$ cat src/rtl/dec_scanner_if.sv
// dec_scanner_if: control inputs and decoded outputs of dec_scanner bundled into one interface
interface dec_scanner_if #(
  parameter int SEL_W   = 4,
  parameter int DWELL_W = 8
);
  logic                  en;
  logic                  mode;
  logic [SEL_W-1:0]      sel;
  logic [DWELL_W-1:0]    dwell;
  logic [2**SEL_W-1:0]   onehot_o;
  logic [SEL_W-1:0]      idx_o;
  logic                  wrap_o;
  logic                  busy;
  modport master (output en, mode, sel, dwell, input onehot_o, idx_o, wrap_o, busy);
  modport slave  (input en, mode, sel, dwell, output onehot_o, idx_o, wrap_o, busy);
endinterface

$ cat src/rtl/dec_scanner.sv
// dec_scanner: registered one-hot decoder with direct select and dwell-timed auto-scan (clk, rst, bus: en/mode/sel/dwell in; onehot_o/idx_o/wrap_o/busy out)
module dec_scanner #(
  parameter int SEL_W   = 4,
  parameter int DWELL_W = 8
) (
  input  logic          clk,
  input  logic          rst,
  dec_scanner_if.slave  bus
);
  localparam int N = 2**SEL_W;
  typedef enum logic [1:0] {IDLE, DIRECT, SCAN} state_t;
  state_t             state_q;
  logic [N-1:0]       onehot_q;
  logic [SEL_W-1:0]   idx_q;
  logic               wrap_q;
  logic [DWELL_W-1:0] dwell_q;
  logic [DWELL_W-1:0] cnt_q;
  logic [SEL_W-1:0]   idx_d;
  assign idx_d = idx_q + 1'b1;
  always_ff @(posedge clk) begin
    if (rst) begin
      state_q  <= IDLE;
      onehot_q <= '0;
      idx_q    <= '0;
      wrap_q   <= 1'b0;
      dwell_q  <= '0;
      cnt_q    <= '0;
    end else if (!bus.en) begin
      state_q  <= IDLE;
      onehot_q <= '0;
      idx_q    <= '0;
      wrap_q   <= 1'b0;
      cnt_q    <= '0;
    end else if (!bus.mode) begin
      state_q  <= DIRECT;
      onehot_q <= N'(1) << bus.sel;
      idx_q    <= bus.sel;
      wrap_q   <= 1'b0;
      cnt_q    <= '0;
    end else if (state_q != SCAN) begin
      // scan entry: start index and dwell are sampled only here
      state_q  <= SCAN;
      onehot_q <= N'(1) << bus.sel;
      idx_q    <= bus.sel;
      dwell_q  <= bus.dwell;
      wrap_q   <= 1'b0;
      cnt_q    <= '0;
    end else if (cnt_q == dwell_q) begin
      onehot_q <= N'(1) << idx_d;
      idx_q    <= idx_d;
      wrap_q   <= &idx_q;
      cnt_q    <= '0;
    end else begin
      wrap_q   <= 1'b0;
      cnt_q    <= cnt_q + 1'b1;
    end
  end
  assign bus.onehot_o = onehot_q;
  assign bus.idx_o    = idx_q;
  assign bus.wrap_o   = wrap_q;
  assign bus.busy     = (state_q == SCAN);
endmodule

$ cat src/flat_wrapper.sv
// flat-port wrapper written by rule: the top's interface ports become plain ports
module dec_scanner_flat 
#(
  parameter int SEL_W   = 4,
  parameter int DWELL_W = 8
)
  (clk, rst, bus_en, bus_mode, bus_sel, bus_dwell, bus_onehot_o, bus_idx_o, bus_wrap_o, bus_busy);
  dec_scanner_if #(.SEL_W(SEL_W), .DWELL_W(DWELL_W)) bus_i ();
  input  logic clk;
  input  logic rst;
  input wire logic [$bits(bus_i.en)-1:0] bus_en;
  input wire logic [$bits(bus_i.mode)-1:0] bus_mode;
  input wire logic [$bits(bus_i.sel)-1:0] bus_sel;
  input wire logic [$bits(bus_i.dwell)-1:0] bus_dwell;
  output wire logic [$bits(bus_i.onehot_o)-1:0] bus_onehot_o;
  output wire logic [$bits(bus_i.idx_o)-1:0] bus_idx_o;
  output wire logic [$bits(bus_i.wrap_o)-1:0] bus_wrap_o;
  output wire logic [$bits(bus_i.busy)-1:0] bus_busy;
  assign bus_i.en = bus_en;
  assign bus_i.mode = bus_mode;
  assign bus_i.sel = bus_sel;
  assign bus_i.dwell = bus_dwell;
  assign bus_onehot_o = bus_i.onehot_o;
  assign bus_idx_o = bus_i.idx_o;
  assign bus_wrap_o = bus_i.wrap_o;
  assign bus_busy = bus_i.busy;
  dec_scanner #(.SEL_W(SEL_W), .DWELL_W(DWELL_W)) u_core (.clk(clk), .rst(rst), .bus(bus_i));
endmodule
$ cat config.mk
export PLATFORM = sky130hd
export DESIGN_NAME = dec_scanner_flat
export DESIGN_NICKNAME = d
export VERILOG_FILES = /design/src/rtl/dec_scanner_if.sv /design/src/rtl/dec_scanner.sv /design/src/flat_wrapper.sv
export SDC_FILE = /design/constraint.sdc
export NUM_CORES = 1
export LEC_CHECK = 0
export ABC_AREA = 1
export BUFFER_PORTS_ARGS = -buffer_cell sky130_fd_sc_hd__buf_4
export CAP_MARGIN = 20
export CORE_MARGIN = 8
export CORE_UTILIZATION = 60
export CTS_CLUSTER_SIZE = 30
export DETAILED_ROUTE_END_ITERATION = 8
export PLACE_DENSITY_LB_ADDON = 0.25
export SLEW_MARGIN = 20
export SYNTH_ARGS = -nofsm -noshare
export SYNTH_HDL_FRONTEND = slang
export SYNTH_SLANG_ARGS = --single-unit
$ cat constraint.sdc
create_clock -name clk -period 3 [get_ports clk]
set_clock_uncertainty 0.2 [all_clocks]
set_input_delay 0.45 -clock clk [delete_from_list [all_inputs] [get_ports clk]]
set_output_delay 0.45 -clock clk [all_outputs]
set_load 0.005 [all_outputs]
# After elaboration in Yosys (flattened, before gate mapping)
# Cells that the tools add are included.
# totals
ff_bits,39
input_bits,16
# classes
addsub,2
eq_ne,5
n_shift,2
n_mux,8
bitwise_logic,3
reduce_logical,6
# ops
op,count
2-to-1 mux 16 bit,3
left shift 1 x 4 -> 16 bit (first input constant),2
2-to-1 mux 4 bit,3
OR reduction 5 bit,2
adder 8 x 1 -> 8 bit (second input constant),1
equality test 8 bit,1
adder 4 x 1 -> 4 bit (second input constant),1
AND reduction 4 bit,1
inequality test 3 x 1 -> 1 bit (second input constant),1
NOT 1 bit,3
AND reduction 3 bit,1
OR reduction 3 bit,1
equality test 2 bit (second input constant),1
2-to-1 mux 1 bit,2
inequality test 2 x 1 -> 1 bit (second input constant),1
inequality test 2 bit (second input constant),1
OR reduction 2 bit,1

# Depth between registers and ports, before layout
# Gate-level depths: netlist (run 1).
# depth
word_depth,5
ltp_mapped,10
ltp_nobuf,10

# Least setup slack after synthesis (run 1)
# No wires, ideal clock.
# synth_timing
path_type,reg-to-reg
from,"reg u_core.idx_q[0], in the netlist u_core.bus.idx_o[0]"
to,"reg u_core.onehot_q[4], in the netlist u_core.bus.onehot_o[4]"
setup_ns,0.064
t_arrival_ns,1.266
required_ns,2.736
path_slack_ns,1.470
path_stages_with_launch,10
synth_period_minus_slack_ns,1.530
cell_sequence,dfxtp_1 ha_1 inv_1 nand2_1 nand2_2 nor2_4 nand3_1 nand2_1 a21oi_1 nor2_1
# synth_via
elab_chain_cells,5
# synth_lines
element,line,text
"start, declared",dec_scanner.sv:14,logic [SEL_W-1:0] idx_q;
"start signal, assigned",dec_scanner.sv:37,idx_q <= bus.sel;
"start signal, assigned",dec_scanner.sv:44,idx_q <= bus.sel;
"start signal, assigned",dec_scanner.sv:50,idx_q <= idx_d;
adder 4 x 1 -> 4 bit,dec_scanner.sv:19,assign idx_d = idx_q + 1'b1;
left shift 1 x 4 -> 16 bit,dec_scanner.sv:49,onehot_q <= N'(1) << idx_d;
2-to-1 mux 16 bit,dec_scanner.sv:48,end else if (cnt_q == dwell_q) begin
2-to-1 mux 16 bit,dec_scanner.sv:40,end else if (state_q != SCAN) begin
2-to-1 mux 16 bit,dec_scanner.sv:34,end else if (!bus.mode) begin
"end signal, assigned",dec_scanner.sv:36,onehot_q <= N'(1) << bus.sel;
"end signal, assigned",dec_scanner.sv:43,onehot_q <= N'(1) << bus.sel;
"end signal, assigned",dec_scanner.sv:49,
"end, declared",dec_scanner.sv:13,logic [N-1:0] onehot_q;
# Every way passes these cells. The select of a mux whose other input is x is not followed.
# A chain may end at the register's enable or synchronous reset.

# Worst setup path in the final report (run 1)
# layout_timing
from,"reg u_core.idx_q[0], in the netlist u_core.bus.idx_o[0]"
to,"reg u_core.onehot_q[14], in the netlist u_core.bus.onehot_o[14]"
# Same word-level chain as after synthesis.

==> results by group, run 1 <==
Status
  – Outcome: finished clean

Drt
  – ANT nets after route: 0
  – Total Routed Length: 4.93 mm
  – DR vias: 2,142
  – Via/cell ratio: 5.10
  – Drt wl/cell: 11.7 um
  – Initial drt markers: 169
  – First-pass detailed-route iteration total: 4
  – # DRC: 0

Floorplanning
  – Die area: 5960 um^2
  – Die Ht: 77.2 um
  – Die Width: 77.2 um
  – Core area: 3630 um^2
  – Initial Util: 0.618
  – Rows: 22
  – I/O Pins: 38

Worst setup path
  – Biggest cell delay along the critical path: 500 ps
  – Worst endpoint required time: 3030 ps
  – Crit path cell chain: ha_1 -> inv_1 -> nand2_1 -> nand2_2 -> nor2_4 -> nand3_1 -> nand2_1 -> a21oi_1 -> nor2_1
  – Crit start category: flip-flop
  – Largest delay share family, worst path: simple AND/OR/NAND/NOR gates
  – Crit Path Category: flip-flop to flip-flop
  – Worst path most repeated cell: nand2_1
  – CP bufs+invs: 1
  – Crit. End Element: flip-flop
  – CP max FO: 9
  – Worst endpoint data arrival time: 1840 ps
  – Critical path's slowest cell: dfxtp_1

Timing
  – Final setup viols: 0
  – Fin. Hold Viols: 0
  – Worst slew pin tran: 702 ps
  – Fmax: 0.552 GHz
  – Min cycle time layout: 1810 ps
  – Final setup TNS: 0 ps
  – Max-Slew Margin vs Limit: 0.531
  – Final worst slack: 1190 ps
  – RSZ-0062 raised after global routing: no
  – Max-slew violations: 0
  – Tcrit/Tclk final: 0.604

CTS
  – Max Root-Sink Buffers: 2
  – CTS Buf Count: 5
  – Htree depth: 2
  – Setup Fix Bufs, Post-CTS: 0
  – Resized Gates After CTS: 0
  – Worst skew pair latency: 290 ps
  – Root Driver: clkbuf_8
  – Hold_buf cts: 0
  – Clock Sinks: 39
  – CTS tree: done
  – Clock Pin Slew Worst Setup and Hold Paths: 80 ps

Flow run
  – Total of max-cap violations: 0

Logic synthesis
  – Syn Nets: 359
  – Share of the yosys chip area belonging to registers: 0.348
  – Avg Cell Area, Syn: 6.66 um^2
  – Mapped cell area: 2250 um^2
  – Unique masters post-synth: 28
  – Mapped Cells: 337
  – Yosys warnings: 0
  – #FFs+latches synth: 39

Place
  – Buffers on Ports: 37
  – Dpl ws: 1000 ps
  – Dpl hpwl: 3.68 mm
  – GP Congestion: 0.916
  – Placed inst area: 2500 um^2

Final layout
  – Finished Cell Area: 2580 um^2
  – # nets final: 393
  – Antenna diodes: 0
  – Filler cells: 330
  – Area of the multi-input gates: 1210 um^2
  – Layout Utilization: 0.711
  – Layout cell share with drive strength beyond 1: 0.172
  – FF/Latch Area: 781 um^2
  – Area Overhead vs Synth: 15.1%

Global route
  – Global-route wire length before repair: 8.54 mm
  – Initial antenna violation count: 0
  – GRT Resource Usage Total: 0.167
  – Largest net degree at the start of global routing: 43
  – Number of global-route vias before repair: 1,983
  – Grt total ovfl: 0

Power
  – Peak supply drop: 0.000301 V
  – Cell Pwr Density: 410 nW/um^2
  – Total power: 1.06 mW
  – Pleak: 1.13 nW

Worst hold path
  – Class of the worst hold path: primary input to flip-flop
==> worst reg2reg max path: stages (launching register included) <==
cell,delay (ps)
dfxtp_1,500
ha_1,250
inv_1,50
nand2_1,70
nand2_2,90
nor2_4,200
nand3_1,110
nand2_1,110
a21oi_1,50
nor2_1,110
==> final timing paths <==
| check | startpoint | end | slack [ps] | cells past startpoint |
|---|---|---|---|---|
| worst max-delay path | u_core.bus.idx_o[0]$_SDFFE_PP0P_ | u_core.bus.onehot_o[14]$_SDFFE_PP0P_ | 1190 | 9 |
| worst min register to register | u_core.dwell_q[0]$_SDFFE_PP0P_ | u_core.dwell_q[0]$_SDFFE_PP0P_ | 280 | 2 |
| worst min-delay path | bus_mode | u_core.state_q[0]$_SDFFE_PP0P_ | 140 | 2 |
| worst max register to register | u_core.bus.idx_o[0]$_SDFFE_PP0P_ | u_core.bus.onehot_o[14]$_SDFFE_PP0P_ | 1190 | 9 |
==> power by group <==
part / internal [mW] / leakage (nW) / switching (mW)
Combinational: 0.0623 / 0.768 / 0.109
Clock: 0.163 / 0.0422 / 0.180
Sequential: 0.533 / 0.317 / 0.0121
Total: 0.758 / 1.13 / 0.301
==> metal layers <==
metal,vias to the layer above,share of wire,GRT usage
li1,1127,-,-
met1,961,0.45,0.198
met2,47,0.49,0.282
met3,7,0.046,0.0385
met4,0,0.013,0.0642
met5,-,0,0
==> cell usage in the layout (no fill, tap or decap), drive strengths merged, types with 2 or more instances in the layout <==
cell / netlist / routed
nand2: 97 / 97
nor2: 46 / 46
inv: 41 / 41
buf: 11 / 39
dfxtp: 39 / 39
nand3: 36 / 36
a21oi: 25 / 25
o21ai: 11 / 11
nor3: 9 / 9
clkbuf: 1 / 7
xnor2: 6 / 6
ha: 6 / 6
xor2: 3 / 3
nand4: 3 / 3
clkinv: 1 / 2
==> registers in the layout, summed over array words and instances, names as in the netlist <==
name                 cells
u_core.bus.wrap_o        1
u_core.state_q           2
u_core.bus.onehot_o     16
u_core.dwell_q           8
u_core.cnt_q             8
u_core.bus.idx_o         4
==> synth_stat cells <==
library cell   n  area, um^2
buf_4          3        22.5
clkinv_1       1        3.75
clkbuf_1       1        3.75
a21oi_2        1        8.76
nand2_1       95         357
buf_8          1        15.0
o21ai_0       11        55.1
buf_2          4        20.0
buf_6          3        33.8
xnor2_1        6        52.6
nor2_1        43         161
nor3_1         9        45.0
nand4_1        3        18.8
nand2_4        1        11.3
nand3_1       26         130
dfxtp_1       39         781
nand3_2        9        90.1
nand2_2        1        6.26
o21bai_1       1        7.51
or2_2          1        6.26
a21oi_1       24         120
nor2_2         2        12.5
ha_1           6        75.1
inv_2          2        7.51
nand3_4        1        17.5
nor2_4         1        11.3
xor2_1         3        26.3
inv_1         39         146
==> through the flow <==
step | hold slack, ps | cells
after global placement | 255 | 412
after floorplan | 241 | 337
after CTS | 139 | 420
final | 142 | 420
after detailed placement | 265 | 412
after global routing | 143 | 420
==> logic make-up after synthesis <==
group | synth area share
compound gates | 0.0852
xor+xnor | 0.0351
fa+ha+maj | 0.0334
buf+inv | 0.113
flops | 0.348
simple gates | 0.386
==> final cells by class <==
| type | count | area share |
|---|---|---|
| multi-input combinational | 244 | 0.469 |
| inverter | 42 | 0.0610 |
| sequential | 39 | 0.302 |
| clock buffer | 7 | 0.0295 |
| tap | 48 | 0.0232 |
| timing repair buffer | 39 | 0.113 |
| clock inverter | 1 | 0.00194 |
Note: power is estimated with default switching activity, not from simulation.
==> run 2, diff against run 1 <==
ABC_AREA = 0   (was 1)
CORE_UTILIZATION = 49   (was 60)
clock period = 1.6 ns   (was 3 ns; I/O delays follow)
==> results by group, run 2 <==
Status
  – Outcome: complete, but fails checks
  – Failing checks: negative setup slack

Logic synthesis
  – Synth top area cells: dfxtp_1 41%, xor2_1 7.4%, a221oi_1 7.0%, a211oi_1 5.2%, mux2i_1 4.8%
  – Top-count cell post-synth: dfxtp_1
  – Unique masters post-synth: 28 (unchanged)
  – Top cell type's share of synthesized area: 0.415 (+0.0670)
  – Yosys warnings: 0 (unchanged)
  – Synth cell count leaders: 39 x dfxtp_1, 16 x nor2_1, 16 x xor2_1
  – FFs w/ async S/R, synth: 0 (unchanged)
  – Mapped cell area: 1880 um^2 (-16%)
  – Share of the yosys chip area belonging to registers: 0.415 (+0.0670)
  – Mapped Cells: 198 (-41%)
  – Syn Nets: 220 (-39%)
  – Avg Cell Area, Syn: 9.51 um^2 (+43%)
  – Post-synth EDFFs: 0 (unchanged)
  – Synth area leader: dfxtp_1
  – Ys flop type: dfxtp_1
  – #FFs+latches synth: 39 (unchanged)

Worst hold path
  – Min-delay src: bus_mode
  – Class of the worst hold path: primary input to flip-flop

Power
  – Peak supply drop: 0.000744 V (+150%)
  – Int Pwr: 1.50 mW (+98%)
  – Sw frac: 0.283 (-0.00196)
  – Sw Pwr: 0.592 mW (+96%)
  – Total power: 2.09 mW (+98%)
  – Reg power frac: 0.484 (-0.030)
  – Combinational share of power: 0.195 (+0.033)
  – Pleak: 1.22 nW (+8.4%)
  – Cell Pwr Density: 703 nW/um^2 (+72%)
  – Clk network pwr share: 0.321 (-0.003)

Floorplanning
  – Initial Util: 0.511 (-0.108)
  – Die area: 6080 um^2 (+2.1%)
  – I/O Pins: 38 (unchanged)
  – Die Ht: 78.0 um (+1.0%)
  – Core area: 3690 um^2 (+1.5%)
  – Rows: 22 (unchanged)
  – Die Width: 78.0 um (+1.0%)

CTS
  – Clock Sinks: 39 (unchanged)
  – CTS tree: done
  – Worst skew pair latency: 300 ps (about the same)
  – Clock Pin Slew Worst Setup and Hold Paths: 80 ps (about the same)
  – Htree depth: 2 (unchanged)
  – Root Driver: clkbuf_8
  – CTS Buf Count: 5 (unchanged)
  – Max Root-Sink Buffers: 2 (unchanged)

Worst setup path
  – Crit path launch: u_core.dwell_q[6]$_SDFFE_PP0P_
  – Worst endpoint required time: 1620 ps (-1410 ps)
  – Worst endpoint data arrival time: 1860 ps (+20 ps)
  – Crit Path Category: flip-flop to flip-flop
  – Crit. End Element: flip-flop
  – R2R Path Start: u_core.dwell_q[6]$_SDFFE_PP0P_
  – Crit start category: flip-flop
  – CP max FO: 12 (+3)

Final layout
  – Max reg flops: 16 (unchanged)
  – Filler cells: 232 (-30%)
  – # nets final: 302 (-23%)
  – Antenna diodes: 0 (unchanged)
  – Commonest non-fill, non-tap cell in the layout: buf_4
  – Layout cell share with drive strength beyond 1: 0.505 (+0.333)
  – Area Overhead vs Synth: 58.1%
  – Most frequent cells in the layout: 67 x buf_4, 31 x dfxtp_1, 15 x inv_1, 15 x a221oi_2

Timing
  – RSZ-0062 raised after global routing: yes
  – Fin. Hold Viols: 0 (unchanged)
  – Min cycle time layout: 1840 ps (+29.1 ps)
  – Final setup TNS: -5130 ps (-5130 ps)
  – Final setup viols: 29 (+29)
  – Fmax: 0.543 GHz (-1.6%)
  – Max-Slew Margin vs Limit: 0.631 (+0.0992)
  – Tcrit/Tclk final: 1.15 (+0.547)
  – Worst slew pin tran: 551 ps (-151 ps)
  – Final worst slack: -241 ps (-1430 ps)
  – Max-slew violations: 0 (unchanged)

Place
  – GP Congestion: 0.832 (-9.2%)
  – Dpl ws: -382 ps (-1390 ps)
  – Buffers on Ports: 37 (unchanged)
  – Dpl hpwl: 3.35 mm (-9.1%)

Drt
  – Total Routed Length: 5.31 mm (+7.8%)
  – Drt wl/cell: 16.1 um (+38%)
  – First-pass detailed-route iteration total: 4 (unchanged)
  – # DRC: 0 (unchanged)
  – Initial drt markers: 83 (-51%)
  – Via/cell ratio: 5.27 (+3.3%)
  – DR vias: 1,733 (-19%)
  – ANT nets after route: 0 (unchanged)

Flow run
  – Total of max-cap violations: 0 (unchanged)

Global route
  – GRT Resource Usage Total: 0.165 (-0.00206)
  – Initial antenna violation count: 0 (unchanged)
  – Grt total ovfl: 0 (unchanged)
  – Largest net degree at the start of global routing: 24 (-44%)
  – Number of global-route vias before repair: 1,696 (-14%)
  – Global-route wire length before repair: 8.26 mm (-3.2%)
==> run 2: cell types whose count changed after synthesis, sizes merged, moves of 8 or more <==
cell,before,now
mux2i,0,9
a21oi,25,5
inv,41,15
buf,11,3
nor2,46,17
xor2,3,16
a211oi,0,13
a221oi,0,16
nand3,36,8
nand2,97,6
==> run 2: kinds of logic (layout without fill, tap and decap cells) <==
kind of cell,after synthesis,after routing,share of synthesized area
and+or+nand+nor,63,63,0.187
DFF,39,39,0.415
AOI/OAI and AO/OA,38,40,0.159
buffers and inverters,23,104,0.0578
xor gates and xnor gates,20,20,0.0930
muxes,9,9,0.0478
adders and majority gates,6,6,0.0399
==> run 2: final timing paths <==
check,end,slack [ps],cells after the start
hold reg to reg,u_core.bus.onehot_o[7]$_SDFFE_PP0P_,270,2
setup reg to reg,u_core.bus.onehot_o[9]$_SDFFE_PP0P_,-240,7
hold / removal,u_core.state_q[0]$_SDFFE_PP0P_,20,3
setup / recovery,u_core.bus.onehot_o[9]$_SDFFE_PP0P_,-240,7
==> run 2: metrics by stage <==
| step | util | std cells | instance area, um^2 | hold WS (ps) |
|---|---|---|---|---|
| 2_1_floorplan | - | 198 | 1990 | 112 |
| 3_3_place_gp | 0.677 | 303 | 2500 | 247 |
| 3_5_place_dp | 0.677 | 303 | 2500 | 248 |
| 4_1_cts | 0.768 | 326 | 2830 | 15.9 |
| 5_1_grt | 0.807 | 329 | 2980 | 23.3 |
| 6_report | 0.807 | 329 | 2980 | 16.6 |
==> run 2: timing repair <==
| item | CTS | global route |
|---|---|---|
| endpoints found under the setup margin | 29 | 29 |
| pin swaps | 3 | 10 |
| hold buffers | 9 | 0 |
| cloned | 1 | 1 |
| setup buffers | 5 | 2 |
| resized for setup | 20 | 20 |
| endpoints found under the hold margin | 8 | 0 |
==> run 2: area by class of cell <==
| cell class | count | area (um^2) | area share |
|---|---|---|---|
| Clock buffer | 5 | 68.8 | 0.0231 |
| Sequential cell | 39 | 791 | 0.266 |
| Tap cell | 48 | 60.1 | 0.0202 |
| Clock inverter | 3 | 20.0 | 0.00672 |
| Timing Repair Buffer | 81 | 676 | 0.227 |
| Multi-Input combinational cell | 138 | 1310 | 0.439 |
| Inverter | 15 | 56.3 | 0.0189 |
==> run 2: routing by layer <==
metal  up-vias  part of all wire  global-route usage
li1        867                 -                   -
met4         0             0.012              0.0556
met3         5             0.046              0.0369
met1       817              0.43               0.198
met5         -                 0                   0
met2        44              0.51               0.282
==> run 2: power by group through the flow <==
stage          Sequential [mW]  Combinational, mW  Clock, mW
2_1_floorplan             1.04              0.169          0
3_3_place_gp              1.03              0.289          0
3_5_place_dp              1.03              0.291          0
4_1_cts                   1.01              0.353      0.679
5_1_grt                   1.02              0.435      0.729
6_report                  1.01              0.409      0.671
==> run 2: worst max-delay path, stage by stage, from the launching register on <==
cell and delay, ps:
dfxtp_2 340, xor2_2 180, nor4_4 280, buf_6 160, a21oi_4 60, buf_12 170
buf_12 150, a211oi_2 210
==> run 3, diff against run 2 <==
CAP_MARGIN = 40   (was 20)
CELL_PAD_IN_SITES_DETAIL_PLACEMENT = 0   (was unset)
CELL_PAD_IN_SITES_GLOBAL_PLACEMENT = 1   (was unset)
CORE_UTILIZATION = 37   (was 49)
==> results by group, run 3 (synthesized netlist as in run 2, its figures left out) <==
Worst setup path
  – CP max FO: 7 (-5)
  – Biggest cell delay along the critical path: 390 ps (+50 ps)
  – Worst endpoint data arrival time: 1810 ps (-50 ps)
  – Crit path cell chain: xor2_1 -> nor4_4 -> a21oi_4 -> buf_6 -> a221oi_4 -> nor3_2
  – Largest delay share family, worst path: simple AND/OR/NAND/NOR gates
  – Crit Path Category: flip-flop to flip-flop
  – CP bufs+invs: 1 (-2)
  – Critical path's slowest cell: nor4_4
  – Worst endpoint required time: 1580 ps (-40 ps)
  – Crit. End Element: flip-flop
  – Crit start category: flip-flop

Power
  – Peak supply drop: 0.000334 V (-55%)
  – Pleak: 1.21 nW (-1.3%)
  – Cell Pwr Density: 693 nW/um^2 (-1.5%)
  – Total power: 2.04 mW (-2.6%)

Timing
  – RSZ-0062 raised after global routing: yes
  – Max-slew violations: 0 (unchanged)
  – Tcrit/Tclk final: 1.14 (-0.0109)
  – Min cycle time layout: 1820 ps (-17.5 ps)
  – Final hold slack: 20.1 ps (+3.51 ps)
  – Max-Slew Margin vs Limit: 0.712 (+0.0816)
  – Fmax: 0.548 GHz (+0.96%)
  – Final worst slack: -224 ps (+17.5 ps)
  – Final setup viols: 29 (unchanged)
  – Fin. Hold Viols: 0 (unchanged)
  – Worst slew pin tran: 430 ps (-121 ps)

Drt
  – Drt wl/cell: 14.1 um (-13%)
  – ANT nets after route: 0 (unchanged)
  – # DRC: 0 (unchanged)
  – Total Routed Length: 4.92 mm (-7.3%)
  – Via/cell ratio: 4.78 (-9.2%)
  – Initial drt markers: 75 (-9.6%)
  – First-pass detailed-route iteration total: 4 (unchanged)
  – DR vias: 1,674 (-3.4%)

Status
  – Failing checks: negative setup slack
  – Outcome: complete, but fails checks

Final layout
  – # nets final: 301 (-0.33%)
  – Max reg flops: 16 (unchanged)
  – Layout cell share with drive strength beyond 1: 0.461 (-0.0446)
  – Filler cells: 460 (+98%)
  – Most frequent cells in the layout: 71 x buf_4, 33 x dfxtp_1, 15 x inv_1, 13 x a211oi_1
  – Antenna diodes: 0 (unchanged)
  – Layout Utilization: 0.587 (-0.220)
  – Area Overhead vs Synth: 56.3%
  – Commonest non-fill, non-tap cell in the layout: buf_4

CTS
  – Worst skew pair latency: 290 ps (about the same)
  – Htree depth: 2 (unchanged)
  – Root Driver: clkbuf_8
  – Clock Sinks: 39 (unchanged)
  – CTS tree: done
  – Max Root-Sink Buffers: 2 (unchanged)
  – Clock Pin Slew Worst Setup and Hold Paths: 70 ps (about the same)
  – CTS Buf Count: 5 (unchanged)

Floorplanning
  – Rows: 26 (+18%)
  – Die Ht: 87.3 um (+12%)
  – I/O Pins: 38 (unchanged)
  – Core area: 5010 um^2 (+36%)
  – Die Width: 87.3 um (+12%)
  – Initial Util: 0.376 (-0.135)
  – Die area: 7630 um^2 (+25%)

Flow run
  – Total of max-cap violations: 0 (unchanged)

Place
  – GP Congestion: 0.787 (-5.5%)
  – Dpl hpwl: 3.55 mm (+6.0%)
  – Buffers on Ports: 37 (unchanged)
  – Dpl ws: -304 ps (+78.5 ps)

Global route
  – GRT Resource Usage Total: 0.137 (-0.0275)
  – Number of global-route vias before repair: 1,740 (+2.6%)
  – Global-route wire length before repair: 8.18 mm (-1.0%)
  – Initial antenna violation count: 0 (unchanged)
  – Largest net degree at the start of global routing: 25 (+4.2%)
  – Grt total ovfl: 0 (unchanged)

Worst hold path
  – Class of the worst hold path: primary input to flip-flop
[run 3: stage by stage]
step | setup TNS [ps] | cells | instance area, um^2
2_1_floorplan | -1650 | 198 | 1990
3_3_place_gp | -4900 | 332 | 2590
3_5_place_dp | -5650 | 332 | 2590
4_1_cts | -4810 | 348 | 2810
5_1_grt | -6310 | 350 | 2940
6_report | -4360 | 350 | 2940
[run 3: area by class of cell]
cell class	count	area, um^2	area share
well taps	70	87.6	0.0298
clock inverters	1	5.00	0.00170
clock buffers	7	76.3	0.0259
multi-input cells	136	1260	0.430
repair buffers	82	664	0.226
inverters	15	56.3	0.0191
flip-flops and latches	39	788	0.268
[run 3: repair_timing]
item,CTS,global route
hold endpoints to repair,7,0
pin swaps,3,4
setup endpoints to repair,29,37
gates resized for setup,10,21
hold buffers,8,0
setup buffers,0,2
[run 3: routing by layer]
layer	vias to the layer above	global-route usage	wire length [um]
li1	865	-	-
met1	780	0.178	2520
met2	24	0.208	2170
met3	5	0.0387	169
met4	0	0.0516	70
met5	-	0	0
[run 3: worst paths after layout]
kind / startpoint / endpoint / slack [ps] / depth (start not counted)
worst min register to register: u_core.bus.onehot_o[12]$_SDFFE_PP0P_ / u_core.bus.onehot_o[12]$_SDFFE_PP0P_ / 260 / 2
worst max register to register: u_core.dwell_q[6]$_SDFFE_PP0P_ / u_core.bus.onehot_o[10]$_SDFFE_PP0P_ / -220 / 6
worst min-delay path: bus_dwell[1] / u_core.dwell_q[1]$_SDFFE_PP0P_ / 20 / 3
worst max-delay path: u_core.dwell_q[6]$_SDFFE_PP0P_ / u_core.bus.onehot_o[10]$_SDFFE_PP0P_ / -220 / 6
[run 3: where the power goes]
part	total (mW)	switching, mW	internal (mW)
Clock	0.648	0.342	0.306
Combinational	0.378	0.191	0.187
Sequential	1.01	0.0178	0.995
Total	2.04	0.551	1.49
[run 3: worst register-to-register path, stage by stage, from the launching register on]
cell and delay [ps]:
dfxtp_2 330, xor2_1 180, nor4_4 390, a21oi_4 160, buf_6 170, a221oi_4 220
nor3_2 60
